==> src/rtl/ifu_fetch_buf_ctl_if.sv <==
// Fetch-buffer bus: F2 fetch block in, 2-halfword aligner window and retire pulses out.
// The master side is the fetch/aligner environment; the buffer itself is the slave.
interface ifu_fetch_buf_ctl_if;
    logic        ifc_fetch_req_f2;
    logic        ic_hit_f2;
    logic [31:1] ifc_fetch_addr_f2;
    logic [63:0] ic_rd_data_f2;
    logic [1:0]  aln_consume_hw;
    logic [1:0]  fb_out_vld;
    logic [31:0] fb_out_data;
    logic [31:1] fb_out_pc;
    logic        ifu_fb_consume1;
    logic        ifu_fb_consume2;

    modport master (
        output ifc_fetch_req_f2, ic_hit_f2, ifc_fetch_addr_f2, ic_rd_data_f2, aln_consume_hw,
        input  fb_out_vld, fb_out_data, fb_out_pc, ifu_fb_consume1, ifu_fb_consume2
    );

    modport slave (
        input  ifc_fetch_req_f2, ic_hit_f2, ifc_fetch_addr_f2, ic_rd_data_f2, aln_consume_hw,
        output fb_out_vld, fb_out_data, fb_out_pc, ifu_fb_consume1, ifu_fb_consume2
    );
endinterface

==> src/rtl/ifu_fetch_buf_ctl.sv <==
// Fetch buffer at the F2/aligner boundary: FIFO of fetch blocks presenting a 2-halfword window.
// Optional per-halfword parity protection is enabled by defining RV_FB_PARITY_EN.
module ifu_fetch_buf_ctl #(
    parameter int DEPTH      = 4,
    parameter int HW_PER_BLK = 4
) (
    input  logic               clk,
    input  logic               rst,
    ifu_fetch_buf_ctl_if.slave fb_if,
    input  logic               exu_flush_final,
    input  logic               dec_takenbr,
    output logic [2:0]         fb_count,
    output logic               fb_full,
    output logic               fb_err
`ifdef RV_FB_PARITY_EN
    ,
    output logic               fb_parity_err
`endif
);

    localparam int PW = $clog2(DEPTH);
    typedef logic [PW-1:0] ptr_t;

    logic [63:0]      data_q      [DEPTH];
    logic [31:3]      blk_addr_q  [DEPTH];
    logic [1:0]       start_off_q [DEPTH];
    logic [DEPTH-1:0] vld_q;
    ptr_t             wr_ptr_q;
    ptr_t             rd_ptr_q;
    logic [1:0]       hw_ptr_q;
    logic [2:0]       count_q;
    logic             err_q;

    ptr_t        head;
    ptr_t        nxt;
    ptr_t        nxt2;
    logic        head_vld;
    logic        hw1_vld;
    logic [1:0]  hw1_idx;
    logic [15:0] hw0;
    logic [15:0] hw1;

    logic        ext_flush;
    logic        flush;
    logic [1:0]  avail;
    logic        cons_bad;
    logic [1:0]  n_eff;
    logic [2:0]  new_ptr;
    logic [2:0]  rem;
    logic [2:0]  nxt_sum;
    logic        retire1;
    logic        retire2;
    logic [1:0]  ret_cnt;
    logic [2:0]  occ;
    logic        wr_req;
    logic        wr_drop;
    logic        wr_ok;
    logic [2:0]  count_d;
    ptr_t        rd_ptr_d;
    logic [1:0]  hw_ptr_d;

    assign head      = rd_ptr_q;
    assign nxt       = rd_ptr_q + ptr_t'(1);
    assign nxt2      = rd_ptr_q + ptr_t'(2);
    assign ext_flush = exu_flush_final | dec_takenbr;

    // hw1 spills into the next entry once the head pointer sits on its last halfword
    always_comb begin
        hw1_idx  = hw_ptr_q + 2'd1;
        head_vld = vld_q[head];
        hw0      = data_q[head][{hw_ptr_q, 4'b0000} +: 16];
        if (hw_ptr_q != 2'd3) begin
            hw1     = data_q[head][{hw1_idx, 4'b0000} +: 16];
            hw1_vld = head_vld;
        end else begin
            hw1     = data_q[nxt][{start_off_q[nxt], 4'b0000} +: 16];
            hw1_vld = head_vld & vld_q[nxt];
        end
    end

`ifdef RV_FB_PARITY_EN
    logic [3:0] par_q [DEPTH];
    logic       hw0_par;
    logic       hw1_par;
    logic       par_err;

    always_comb begin
        hw0_par = par_q[head][hw_ptr_q];
        hw1_par = (hw_ptr_q != 2'd3) ? par_q[head][hw1_idx] : par_q[nxt][start_off_q[nxt]];
        par_err = ~ext_flush & (fb_if.aln_consume_hw != 2'd0) &
                  ((head_vld & ((^hw0) ^ hw0_par)) | (hw1_vld & ((^hw1) ^ hw1_par)));
    end

    assign flush         = ext_flush | par_err;
    assign fb_parity_err = par_err;
`else
    assign flush = ext_flush;
`endif

    // Retire bookkeeping: a consume may walk off the head and, at most, off one more entry
    always_comb begin
        avail    = {1'b0, head_vld} + {1'b0, hw1_vld};
        cons_bad = ~flush & ((fb_if.aln_consume_hw == 2'd3) | (fb_if.aln_consume_hw > avail));
        n_eff    = (flush | cons_bad) ? 2'd0 : fb_if.aln_consume_hw;
        new_ptr  = {1'b0, hw_ptr_q} + {1'b0, n_eff};
        rem      = new_ptr - 3'(HW_PER_BLK);
        nxt_sum  = {1'b0, start_off_q[nxt]} + rem;
        retire1  = new_ptr >= 3'(HW_PER_BLK);
        retire2  = retire1 & (nxt_sum >= 3'(HW_PER_BLK));
        ret_cnt  = retire2 ? 2'd2 : (retire1 ? 2'd1 : 2'd0);
        occ      = count_q - {1'b0, ret_cnt};
        wr_req   = fb_if.ifc_fetch_req_f2 & fb_if.ic_hit_f2 & ~flush;
        wr_drop  = wr_req & (occ == 3'(DEPTH));
        wr_ok    = wr_req & ~wr_drop;
        count_d  = occ + {2'b00, wr_ok};
        rd_ptr_d = rd_ptr_q + ptr_t'(ret_cnt);
        if (wr_ok && (occ == 3'd0)) begin
            hw_ptr_d = fb_if.ifc_fetch_addr_f2[2:1];
        end else if (retire2) begin
            hw_ptr_d = start_off_q[nxt2];
        end else if (retire1) begin
            hw_ptr_d = nxt_sum[1:0];
        end else begin
            hw_ptr_d = new_ptr[1:0];
        end
    end

    always_ff @(posedge clk) begin
        if (rst) begin
            vld_q    <= '0;
            wr_ptr_q <= '0;
            rd_ptr_q <= '0;
            hw_ptr_q <= 2'd0;
            count_q  <= 3'd0;
            err_q    <= 1'b0;
        end else if (flush) begin
            vld_q    <= '0;
            wr_ptr_q <= '0;
            rd_ptr_q <= '0;
            hw_ptr_q <= 2'd0;
            count_q  <= 3'd0;
        end else begin
            if (cons_bad | wr_drop) begin
                err_q <= 1'b1;
            end
            if (retire1) begin
                vld_q[head] <= 1'b0;
            end
            if (retire2) begin
                vld_q[nxt] <= 1'b0;
            end
            if (wr_ok) begin
                vld_q[wr_ptr_q] <= 1'b1;
                wr_ptr_q        <= wr_ptr_q + ptr_t'(1);
            end
            rd_ptr_q <= rd_ptr_d;
            hw_ptr_q <= hw_ptr_d;
            count_q  <= count_d;
        end
    end

    // Payload storage carries no reset; validity lives entirely in vld_q
    always_ff @(posedge clk) begin
        if (wr_ok) begin
            data_q[wr_ptr_q]      <= fb_if.ic_rd_data_f2;
            blk_addr_q[wr_ptr_q]  <= fb_if.ifc_fetch_addr_f2[31:3];
            start_off_q[wr_ptr_q] <= fb_if.ifc_fetch_addr_f2[2:1];
`ifdef RV_FB_PARITY_EN
            par_q[wr_ptr_q] <= {^fb_if.ic_rd_data_f2[63:48], ^fb_if.ic_rd_data_f2[47:32],
                                ^fb_if.ic_rd_data_f2[31:16], ^fb_if.ic_rd_data_f2[15:0]};
`endif
        end
    end

    assign fb_if.fb_out_vld      = {hw1_vld, head_vld};
    assign fb_if.fb_out_data     = {(hw1_vld ? hw1 : 16'h0000), (head_vld ? hw0 : 16'h0000)};
    assign fb_if.fb_out_pc       = head_vld ? {blk_addr_q[head], hw_ptr_q} : 31'd0;
    assign fb_if.ifu_fb_consume1 = retire1 & ~retire2;
    assign fb_if.ifu_fb_consume2 = retire2;
    assign fb_count              = count_q;
    assign fb_full               = (count_q == 3'(DEPTH));
    assign fb_err                = err_q;

endmodule

==> src/flat_wrapper.sv <==
// flat-port wrapper written by rule: the top's interface ports become plain ports
module ifu_fetch_buf_ctl_flat 
#(
    parameter int DEPTH      = 4,
    parameter int HW_PER_BLK = 4
)
  (clk, rst, exu_flush_final, dec_takenbr, fb_count, fb_full, fb_err, fb_if_ifc_fetch_req_f2, fb_if_ic_hit_f2, fb_if_ifc_fetch_addr_f2, fb_if_ic_rd_data_f2, fb_if_aln_consume_hw, fb_if_fb_out_vld, fb_if_fb_out_data, fb_if_fb_out_pc, fb_if_ifu_fb_consume1, fb_if_ifu_fb_consume2);
  ifu_fetch_buf_ctl_if fb_if_i ();
  input  logic clk;
  input  logic rst;
  input  logic exu_flush_final;
  input  logic dec_takenbr;
  output logic [2:0] fb_count;
  output logic fb_full;
  output logic fb_err;
  input wire logic [$bits(fb_if_i.ifc_fetch_req_f2)-1:0] fb_if_ifc_fetch_req_f2;
  input wire logic [$bits(fb_if_i.ic_hit_f2)-1:0] fb_if_ic_hit_f2;
  input wire logic [$bits(fb_if_i.ifc_fetch_addr_f2)-1:0] fb_if_ifc_fetch_addr_f2;
  input wire logic [$bits(fb_if_i.ic_rd_data_f2)-1:0] fb_if_ic_rd_data_f2;
  input wire logic [$bits(fb_if_i.aln_consume_hw)-1:0] fb_if_aln_consume_hw;
  output wire logic [$bits(fb_if_i.fb_out_vld)-1:0] fb_if_fb_out_vld;
  output wire logic [$bits(fb_if_i.fb_out_data)-1:0] fb_if_fb_out_data;
  output wire logic [$bits(fb_if_i.fb_out_pc)-1:0] fb_if_fb_out_pc;
  output wire logic [$bits(fb_if_i.ifu_fb_consume1)-1:0] fb_if_ifu_fb_consume1;
  output wire logic [$bits(fb_if_i.ifu_fb_consume2)-1:0] fb_if_ifu_fb_consume2;
  assign fb_if_i.ifc_fetch_req_f2 = fb_if_ifc_fetch_req_f2;
  assign fb_if_i.ic_hit_f2 = fb_if_ic_hit_f2;
  assign fb_if_i.ifc_fetch_addr_f2 = fb_if_ifc_fetch_addr_f2;
  assign fb_if_i.ic_rd_data_f2 = fb_if_ic_rd_data_f2;
  assign fb_if_i.aln_consume_hw = fb_if_aln_consume_hw;
  assign fb_if_fb_out_vld = fb_if_i.fb_out_vld;
  assign fb_if_fb_out_data = fb_if_i.fb_out_data;
  assign fb_if_fb_out_pc = fb_if_i.fb_out_pc;
  assign fb_if_ifu_fb_consume1 = fb_if_i.ifu_fb_consume1;
  assign fb_if_ifu_fb_consume2 = fb_if_i.ifu_fb_consume2;
  ifu_fetch_buf_ctl #(.DEPTH(DEPTH), .HW_PER_BLK(HW_PER_BLK)) u_core (.clk(clk), .rst(rst), .fb_if(fb_if_i), .exu_flush_final(exu_flush_final), .dec_takenbr(dec_takenbr), .fb_count(fb_count), .fb_full(fb_full), .fb_err(fb_err));
endmodule
==> config.mk <==
export PLATFORM = sky130hd
export DESIGN_NAME = ifu_fetch_buf_ctl_flat
export DESIGN_NICKNAME = d
export VERILOG_FILES = /design/src/rtl/ifu_fetch_buf_ctl_if.sv /design/src/rtl/ifu_fetch_buf_ctl.sv /design/src/flat_wrapper.sv
export SDC_FILE = /design/constraint.sdc
export NUM_CORES = 1
export LEC_CHECK = 0
export BUFFER_PORTS_ARGS = -buffer_cell sky130_fd_sc_hd__buf_2
export CORE_MARGIN = 5
export CORE_UTILIZATION = 30
export CTS_CLUSTER_SIZE = 16
export DETAILED_ROUTE_END_ITERATION = 7
export PLACE_DENSITY = 0.48
export SETUP_SLACK_MARGIN = 0.2
export SYNTH_ARGS = -nofsm -noshare
export SYNTH_HDL_FRONTEND = slang
export SYNTH_SLANG_ARGS = --single-unit
==> constraint.sdc <==
create_clock -name clk -period 28.7 [get_ports clk]
set_clock_uncertainty 0.2 [all_clocks]
set_input_delay 0 -clock clk [delete_from_list [all_inputs] [get_ports clk]]
set_output_delay 0 -clock clk [all_outputs]
set_load 0.005 [all_outputs]
# After elaboration in Yosys (flattened, before gate mapping)
# Memory sizes are Yosys's and may differ from the RTL's. A register that Yosys moved wholly into a read port is not among the register bits.
# Index checks and enable logic that the tools add are counted.
totals:
  wordCells: 95
  memories: 3
  ff_bits: 14
  ramBits: 380
classes:
  order_cmp: 9
  eq_ne: 4
  bitwise_logic: 20
  reduce_logical: 7
  add_sub_neg: 11
  mux: 32
  n_shift: 3
memory_table:
  columns: ["name", "depth", "word_bits", "rd", "rd_clocked_by_memory_dff", "write_ports", "line", "text"]
  rows:
  - ["u_core.data_q", 4, 64, 2, 1, 1, "ifu_fetch_buf_ctl.sv:24", "logic [63:0] data_q [DEPTH];"]
  - ["u_core.blk_addr_q", 4, 29, 1, 1, 1, "ifu_fetch_buf_ctl.sv:25", "logic [31:3] blk_addr_q [DEPTH];"]
  - ["u_core.start_off_q", 4, 2, 2, 0, 1, "ifu_fetch_buf_ctl.sv:26", "logic [1:0] start_off_q [DEPTH];"]
op_table:
  columns: ["op", "count"]
  rows:
  - ["indexed part select 64 x 7 -> 16 bit", 3]
  - ["2-to-1 mux 16 bit", 3]
  - ["2-to-1 mux 31 bit", 1]
  - ["2-to-1 mux 4 bit", 7]
  - ["2-to-1 mux 2 bit", 7]
  - ["< comparator 2 x 3 -> 1 bit (second input constant)", 3]
  - ["2-to-1 mux 1 bit", 9]
  - ["AND 1 bit", 8]
  - ["AND 4 bit", 2]
  - ["inverter 4 bit", 2]
  - ["adder 2 x 1 -> 2 bit (second input constant)", 3]
  - ["demux 1 bit (select 2 bit)", 3]
  - ["== test 3 bit (second input constant)", 2]
  - ["greater-or-equal comparator 2 x 1 -> 1 bit (second input constant)", 3]
  - ["greater-or-equal comparator 3 bit (second input constant)", 2]
  - ["binary-select mux 1 bit (select 2 bit)", 2]
  - ["logical AND 1 bit", 4]
  - ["bitwise OR 1 bit", 4]
  - ["bitwise OR 4 bit", 1]
  - ["adder 2 x 2 -> 3 bit", 1]
  - ["adder 2 x 3 -> 3 bit", 1]
  - ["adder 3 x 1 -> 3 bit", 1]
  - ["logical NOT 3 bit", 1]
  - ["inverter 1 bit", 3]
  - ["other kinds (10)", 10]

# Depth between registers and ports, before layout
logic_depth:
  ltp_word: 24
  ltp_mapped: 30
  mapped_depth_nobuf: 24

# Worst setup path before layout
# No wires, ideal clock.
synth_timing:
  kind: "reg2reg"
  from: "register u_core.rd_ptr_q[1], in the netlist u_core.head[1]"
  to: "memory u_core.blk_addr_q[0][0] in the netlist's numbering, enable pin"
  stages_incl_launch_ff: 30
  path_slack_ps: 19665
  t_required_ps: 28036
  setup_ps: 464
  arrival_time_ps: 8370
  synth_period_minus_slack_ps: 9035
  path_cell_list: "dfxtp_1 -> buf_6 -> buf_12 -> buf_4 -> buf_2 -> buf_4 -> inv_1 -> ha_1 -> mux4_2 -> o21ai_2 -> buf_2 -> inv_1 -> ha_1 -> inv_1 -> ha_1 -> nor2b_1 -> o21ai_0 -> nand3_1 -> nor2_1 -> ha_1 -> inv_1 -> fa_1 -> fa_1 -> ha_1 -> ha_1 -> fa_1 -> xor2_1 -> a31oi_1 -> clkbuf_1 -> and2_1"
synth_between:
  elab_chain_len: 24
  elab_cells_between_ends: 29
  classes_between: "6 x add/sub; 3 x order compare; 1 x eq/ne; 10 x mux; 8 x bitwise; 1 x memory"
synth_rtl:
  columns: ["element", "line", "text"]
  rows:
  - ["from (decl)", "ifu_fetch_buf_ctl.sv:29", "ptr_t rd_ptr_q;"]
  - ["from (signal assigned)", "ifu_fetch_buf_ctl.sv:156", "rd_ptr_q <= rd_ptr_d;"]
  - ["adder 2 x 1 -> 2 bit", "ifu_fetch_buf_ctl.sv:63", "assign nxt = rd_ptr_q + ptr_t'(1);"]
  - ["binary-select mux 1 bit (select 2 bit)", "ifu_fetch_buf_ctl.sv:77", "hw1_vld = head_vld & vld_q[nxt];"]
  - ["2-to-1 mux 1 bit (not written as such)", "ifu_fetch_buf_ctl.sv:77", null]
  - ["AND 1 bit", "ifu_fetch_buf_ctl.sv:77", null]
  - ["2-to-1 mux 1 bit (*)", "ifu_fetch_buf_ctl.sv:72", "if (hw_ptr_q != 2'd3) begin"]
  - ["net u_core.hw1_vld", "ifu_fetch_buf_ctl.sv:38", "logic hw1_vld;"]
  - ["adder 1 x 1 -> 2 bit (*)", "ifu_fetch_buf_ctl.sv:102", "avail = {1'b0, head_vld} + {1'b0, hw1_vld};"]
  - ["> comparator 2 bit (*)", "ifu_fetch_buf_ctl.sv:103", "cons_bad = ~flush & ((fb_if.aln_consume_hw == 2'd3) | (fb_if.aln_consume_hw > avail));"]
  - ["(+9 left out)", null, null]
  - ["2-to-1 mux 2 bit (*)", "ifu_fetch_buf_ctl.sv:110", "ret_cnt = retire2 ? 2'd2 : (retire1 ? 2'd1 : 2'd0);"]
  - ["subtractor 3 x 2 -> 3 bit (*)", "ifu_fetch_buf_ctl.sv:111", "occ = count_q - {1'b0, ret_cnt};"]
  - ["== test 3 bit (*)", "ifu_fetch_buf_ctl.sv:113", "wr_drop = wr_req & (occ == 3'(DEPTH));"]
  - ["AND 1 bit (*)", "ifu_fetch_buf_ctl.sv:113", null]
  - ["inverter 1 bit (*)", "ifu_fetch_buf_ctl.sv:114", "wr_ok = wr_req & ~wr_drop;"]
  - ["AND 1 bit (*)", "ifu_fetch_buf_ctl.sv:114", null]
  - ["2-to-1 mux 1 bit (*)", "ifu_fetch_buf_ctl.sv:164", "if (wr_ok) begin"]
  - ["2-to-1 mux 1 bit (not written as such) (*)", "ifu_fetch_buf_ctl.sv:166", "blk_addr_q[wr_ptr_q] <= fb_if.ifc_fetch_addr_f2[31:3];"]
  - ["to (decl)", "ifu_fetch_buf_ctl.sv:25", null]
# The timed path passes the listed nets; every way through them passes the cells marked *. The select of a mux whose other input is x is not followed.

# Final worst setup path
layout_timing:
  from: "register u_core.rd_ptr_q[0], in the netlist u_core.head[0]"
  to: "memory u_core.data_q[3][60], enable pin"
layout_between:
  elab_chain_len: 24
  elab_cells_between_ends: 29
  classes_between: "6 x add/sub; 3 x order compare; 1 x eq/ne; 10 x mux; 8 x bitwise; 1 x memory"
layout_rtl:
  columns: ["element", "line", "text"]
  rows:
  - ["adder 2 x 1 -> 2 bit", "ifu_fetch_buf_ctl.sv:63", null]
  - ["binary-select mux 1 bit (select 2 bit)", "ifu_fetch_buf_ctl.sv:77", null]
  - ["2-to-1 mux 1 bit (not written as such)", "ifu_fetch_buf_ctl.sv:77", null]
  - ["AND 1 bit", "ifu_fetch_buf_ctl.sv:77", null]
  - ["2-to-1 mux 1 bit", "ifu_fetch_buf_ctl.sv:72", null]
  - ["adder 1 x 1 -> 2 bit", "ifu_fetch_buf_ctl.sv:102", null]
  - ["> comparator 2 bit", "ifu_fetch_buf_ctl.sv:103", null]
  - ["bitwise OR 1 bit", "ifu_fetch_buf_ctl.sv:103", null]
  - ["(+8 left out)", null, null]
  - ["2-to-1 mux 2 bit (*)", "ifu_fetch_buf_ctl.sv:110", null]
  - ["subtractor 3 x 2 -> 3 bit (*)", "ifu_fetch_buf_ctl.sv:111", null]
  - ["== test 3 bit (*)", "ifu_fetch_buf_ctl.sv:113", null]
  - ["AND 1 bit (*)", "ifu_fetch_buf_ctl.sv:113", null]
  - ["inverter 1 bit (*)", "ifu_fetch_buf_ctl.sv:114", null]
  - ["AND 1 bit (*)", "ifu_fetch_buf_ctl.sv:114", null]
  - ["2-to-1 mux 1 bit (*)", "ifu_fetch_buf_ctl.sv:164", null]
  - ["2-to-1 mux 1 bit (not written as such) (*)", "ifu_fetch_buf_ctl.sv:165", "data_q[wr_ptr_q] <= fb_if.ic_rd_data_f2;"]
  - ["to (decl)", "ifu_fetch_buf_ctl.sv:24", null]
# Mark *: on every way between the ends. The rest lies on a longest branch, timed or not. The select of a mux whose other input is x is not followed.

==> summary.md <==
| Metric | Value |
|---|---|
| Outcome | `finished, final reports clean` |
| Largest family of logic cells by synthesized area | `multiplexers` |
| Layout Cells excl Fill | `2191` |
| HPWL after detailed placement | `32200 um` |
| IO buf count | `174` |
| DRC errors left | `0` |
| Syn Inst Count | `983` |
| Sequential fraction of the synthesis area | `62.0%` |
| Total chip power | `1210 uW` |
| Clock latency at the later pin of the worst-skew pair | `580 ps` |
| Average wire per cell in the routed design | `22.7 um` |
| Layout net count | `1438` |
| RSZ-0062 raised after global routing | `false` |
| Req. time, crit path | `28690 ps` |
| Crit end category | `register` |
| CP max FO | `50` |
| Post-synthesis compound-gate area fraction | `under 10%` |
| Syn avg cell area | `19.2 um^2` |
| Tcrit/Tclk final | `33.8%` |
| Final instance area | `23600 um^2` |
| DR vias/cell | `4.96` |
| Num ports | `175` |
| Critical path's largest stage delay | `920 ps` |
| Worst-case headroom to the max-slew limit | `33.3%` |
| Post-CTS Resized | `0` |
| Place WS | `18780 ps` |
| Worst-margin pin slew | `1000 ps` |
| CP delay by family, top | `adder cells` |
| CP dominant cell by count | `ha_1` |
| Synth Area in XOR/XNOR | `less than 1%` |
| Yosys top cell by area | `edfxtp_1` |
| Mapped Nets | `roughly 1100` |
| Slew Viols, Final | `0` |
| Root buf cell | `clkbuf_16` |
| Worst hold path depth | `2` |
| Die area | `68000 um^2` |
| R2R depth | `24` |
| Setup WS post-layout | `18990 ps` |
| Highest clock rate | `around 0.1 GHz` |
| Share of cells above drive strength 1 | `34.7%` |
| Top cells by count, synth | `380 x edfxtp_1, 204 x mux4_2, 61 x nand2_1` |
| Yosys reg bits | `around 390` |
| CP Class | `register to register` |
| Initial antenna violation count | `6` |
| Clock Path Buffers | `3` |
| Placed Instances | `1943` |
| Setup Fix Bufs, Post-CTS | `0` |
| Leak | `0.00780 uW` |
| Via count | `10869` |
| PwrDens | `about 51 nW/um^2` |
| Initial Util | `30.1%` |
| Area Overhead vs Synth | `25.2%` |
| DP Area | `20500 um^2` |
| GP Congestion | `a little over 0.7` |
| Iter 0 DRT Violations | `741` |
| Final worst path period need | `between 9000 and 10000 ps` |
| Count leader, synth | `edfxtp_1` |
| Die Y | `261 um` |
| Post-synthesis mux area share | `a little over a quarter` |
| Vias in the first global route | `11405` |
| Row Count | `92` |
| Async S/R FF share, synth | `0%` |
| Grt total ovfl | `0` |
| # H-tree levels | `2` |
| Post-Syn Area | `18900 um^2` |
| Largest net degree at the start of global routing | `about 150` |
| Top cells by area, synth | `edfxtp_1 60%, mux4_2 24%, mux2i_1 1.9%, and2_1 1.7%, dfxtp_1 1.5%` |
| Prevailing post-synth register cell | `edfxtp_1` |
| FILL cells | `5889` |
| Tot GR Track Use | `14.4%` |
| Max_cap viols | `0` |
| Post-synth EDFFs | `380` |
| Die X | `261 um` |
| Max VDD drop | `0.0000486 V` |
| Post-synthesis adder-cell area fraction | `about 1.6%` |
| Yosys Warn Count | `0` |
| Worst hold path type | `input pin to register` |
| Simple-gate share of the synthesized area | `between 4 and 5%` |
| Total wire length | `between 40000 and 50000 um` |
| Arr. time, crit path | `9700 ps` |
| Setup TNS | `0 ps` |
| Worst-path clk slew | `70 ps` |
| Num CTS Buffers | `43` |
| Initial DRT Pass Iterations | `6` |
| Post-synth cell types | `42` |
| Clock sinks | `roughly 400` |
| First-pass GRT wire length | `74500 um` |
| Cell Chain, Critical Path | `clkinv_1, ha_4, mux4_2, o21ai_2, inv_1, ha_1, inv_1, ha_1, nor2b_1, o21ai_0, nand3_1, nor2_1, ha_1, inv_1, fa_1, fa_1, ha_1, ha_1, fa_1, xor2_1, a31oi_1, buf_4, and2_4, buf_4` |
| Critical Path Source Type | `register` |
| Crit. path cell count | `24` |
| Post-synth top area share | `60.5%` |
| Post-DRT Antenna Nets | `0` |
| CTS tree | `built` |
| Critical path buffers and inverters | `6` |
| Slowest CP cell | `clkinv_1` |
| Final hold violations | `0` |
| Core area | `62700 um^2` |
| Final setup viols | `0` |
flip-flops by register name (all words and copies together) (netlist names):
register and cells:
u_core.head 2, u_core.hw_ptr_q 2, u_core.wr_ptr_q 2, u_core.fb_err 1
u_core.start_off_q 8, u_core.vld_q 4, u_core.data_q 256, u_core.fb_count 3
u_core.blk_addr_q 116
timing repair:
| item | 4_1_cts | 5_1_grt |
|---|---|---|
| hold buffers | 171 | 0 |
| setup endpoints to repair | 0 | 0 |
| hold endpoints to repair | 394 | 0 |
placed cells by master, fill, tap and decap left out, types with 5 or more instances in the layout:
master         synthesis  final
clkinvlp_4             0      5
edfxtp_1             380    380
clkinv_1               1     12
mux2i_1               35     35
nor2_1                15     15
and3_1                17     17
dfxtp_1               14     11
and2_1                52     48
mux4_2               204    204
nand3_1               17     17
buf_2                 30    174
a211oi_1              18     18
nand2_1               61     61
o22ai_1               16     16
dlygate4sd3_1          0    171
clkbuf_16              0     43
inv_1                 18     17
buf_4                 10     13
mux4_1                 6      6
ha_1                  19     18
path summary, 6_finish.rpt:
check	start	to	slack, ps
hold / removal	fb_if_ic_rd_data_f2[17]	u_core.data_q[2][17]	20
hold reg to reg	u_core.vld_q[1]	u_core.vld_q[1]	350
setup reg to reg	u_core.head[0]	u_core.data_q[3][60]	18990
setup / recovery	u_core.head[0]	u_core.data_q[3][60]	18990
final cells by class:
cell class / count / area (um^2) / share of cell area [%]
sequential: 394 / 11700 / 49.5
multi-input combinational: 495 / 6710 / 28.4
timing repair buffer: 359 / 2700 / 11.4
clock buffer: 47 / 1090 / 4.62
tap: 846 / 1060 / 4.48
clock inverter: 27 / 278 / 1.18
inverter: 20 / 75.1 / 0.318
antenna: 3 / 7.51 / 0.0318
routing by layer:
metal | global-route usage, % | vias to the layer above | share of wire [%]
met2 | 23.3 | 255 | 47
met4 | 3.14 | 6 | 1.8
met3 | 2.98 | 61 | 5.4
met1 | 20.3 | 5758 | 45
li1 | - | 4789 | -
met5 | 0 | - | 0.082
stage by stage:
step,util (%),hold slack [ps]
floorplan,-,-101
global placement,32.7,14.4
detailed placement,32.7,17.2
CTS,37.6,2.09
global route,37.6,6.67
finish,37.6,19.5
kinds of logic (layout without fill, tap and decap cells):
family | Yosys count | after routing
flip-flops | 394 | 394
multiplexers | 248 | 248
AND/OR/NAND/NOR | 175 | 175
buffers and inverters | 94 | 453
AO/OA/AOI/OAI | 44 | 44
adder cells (fa/ha/maj) | 22 | 22
XOR/XNOR | 6 | 6
other | 0 | 3
where the power goes:
part,switching [uW],internal [uW]
clock network,230,304
registers,1.28,633
logic,18.9,25.9
Note: power is estimated with default switching activity, not from simulation.
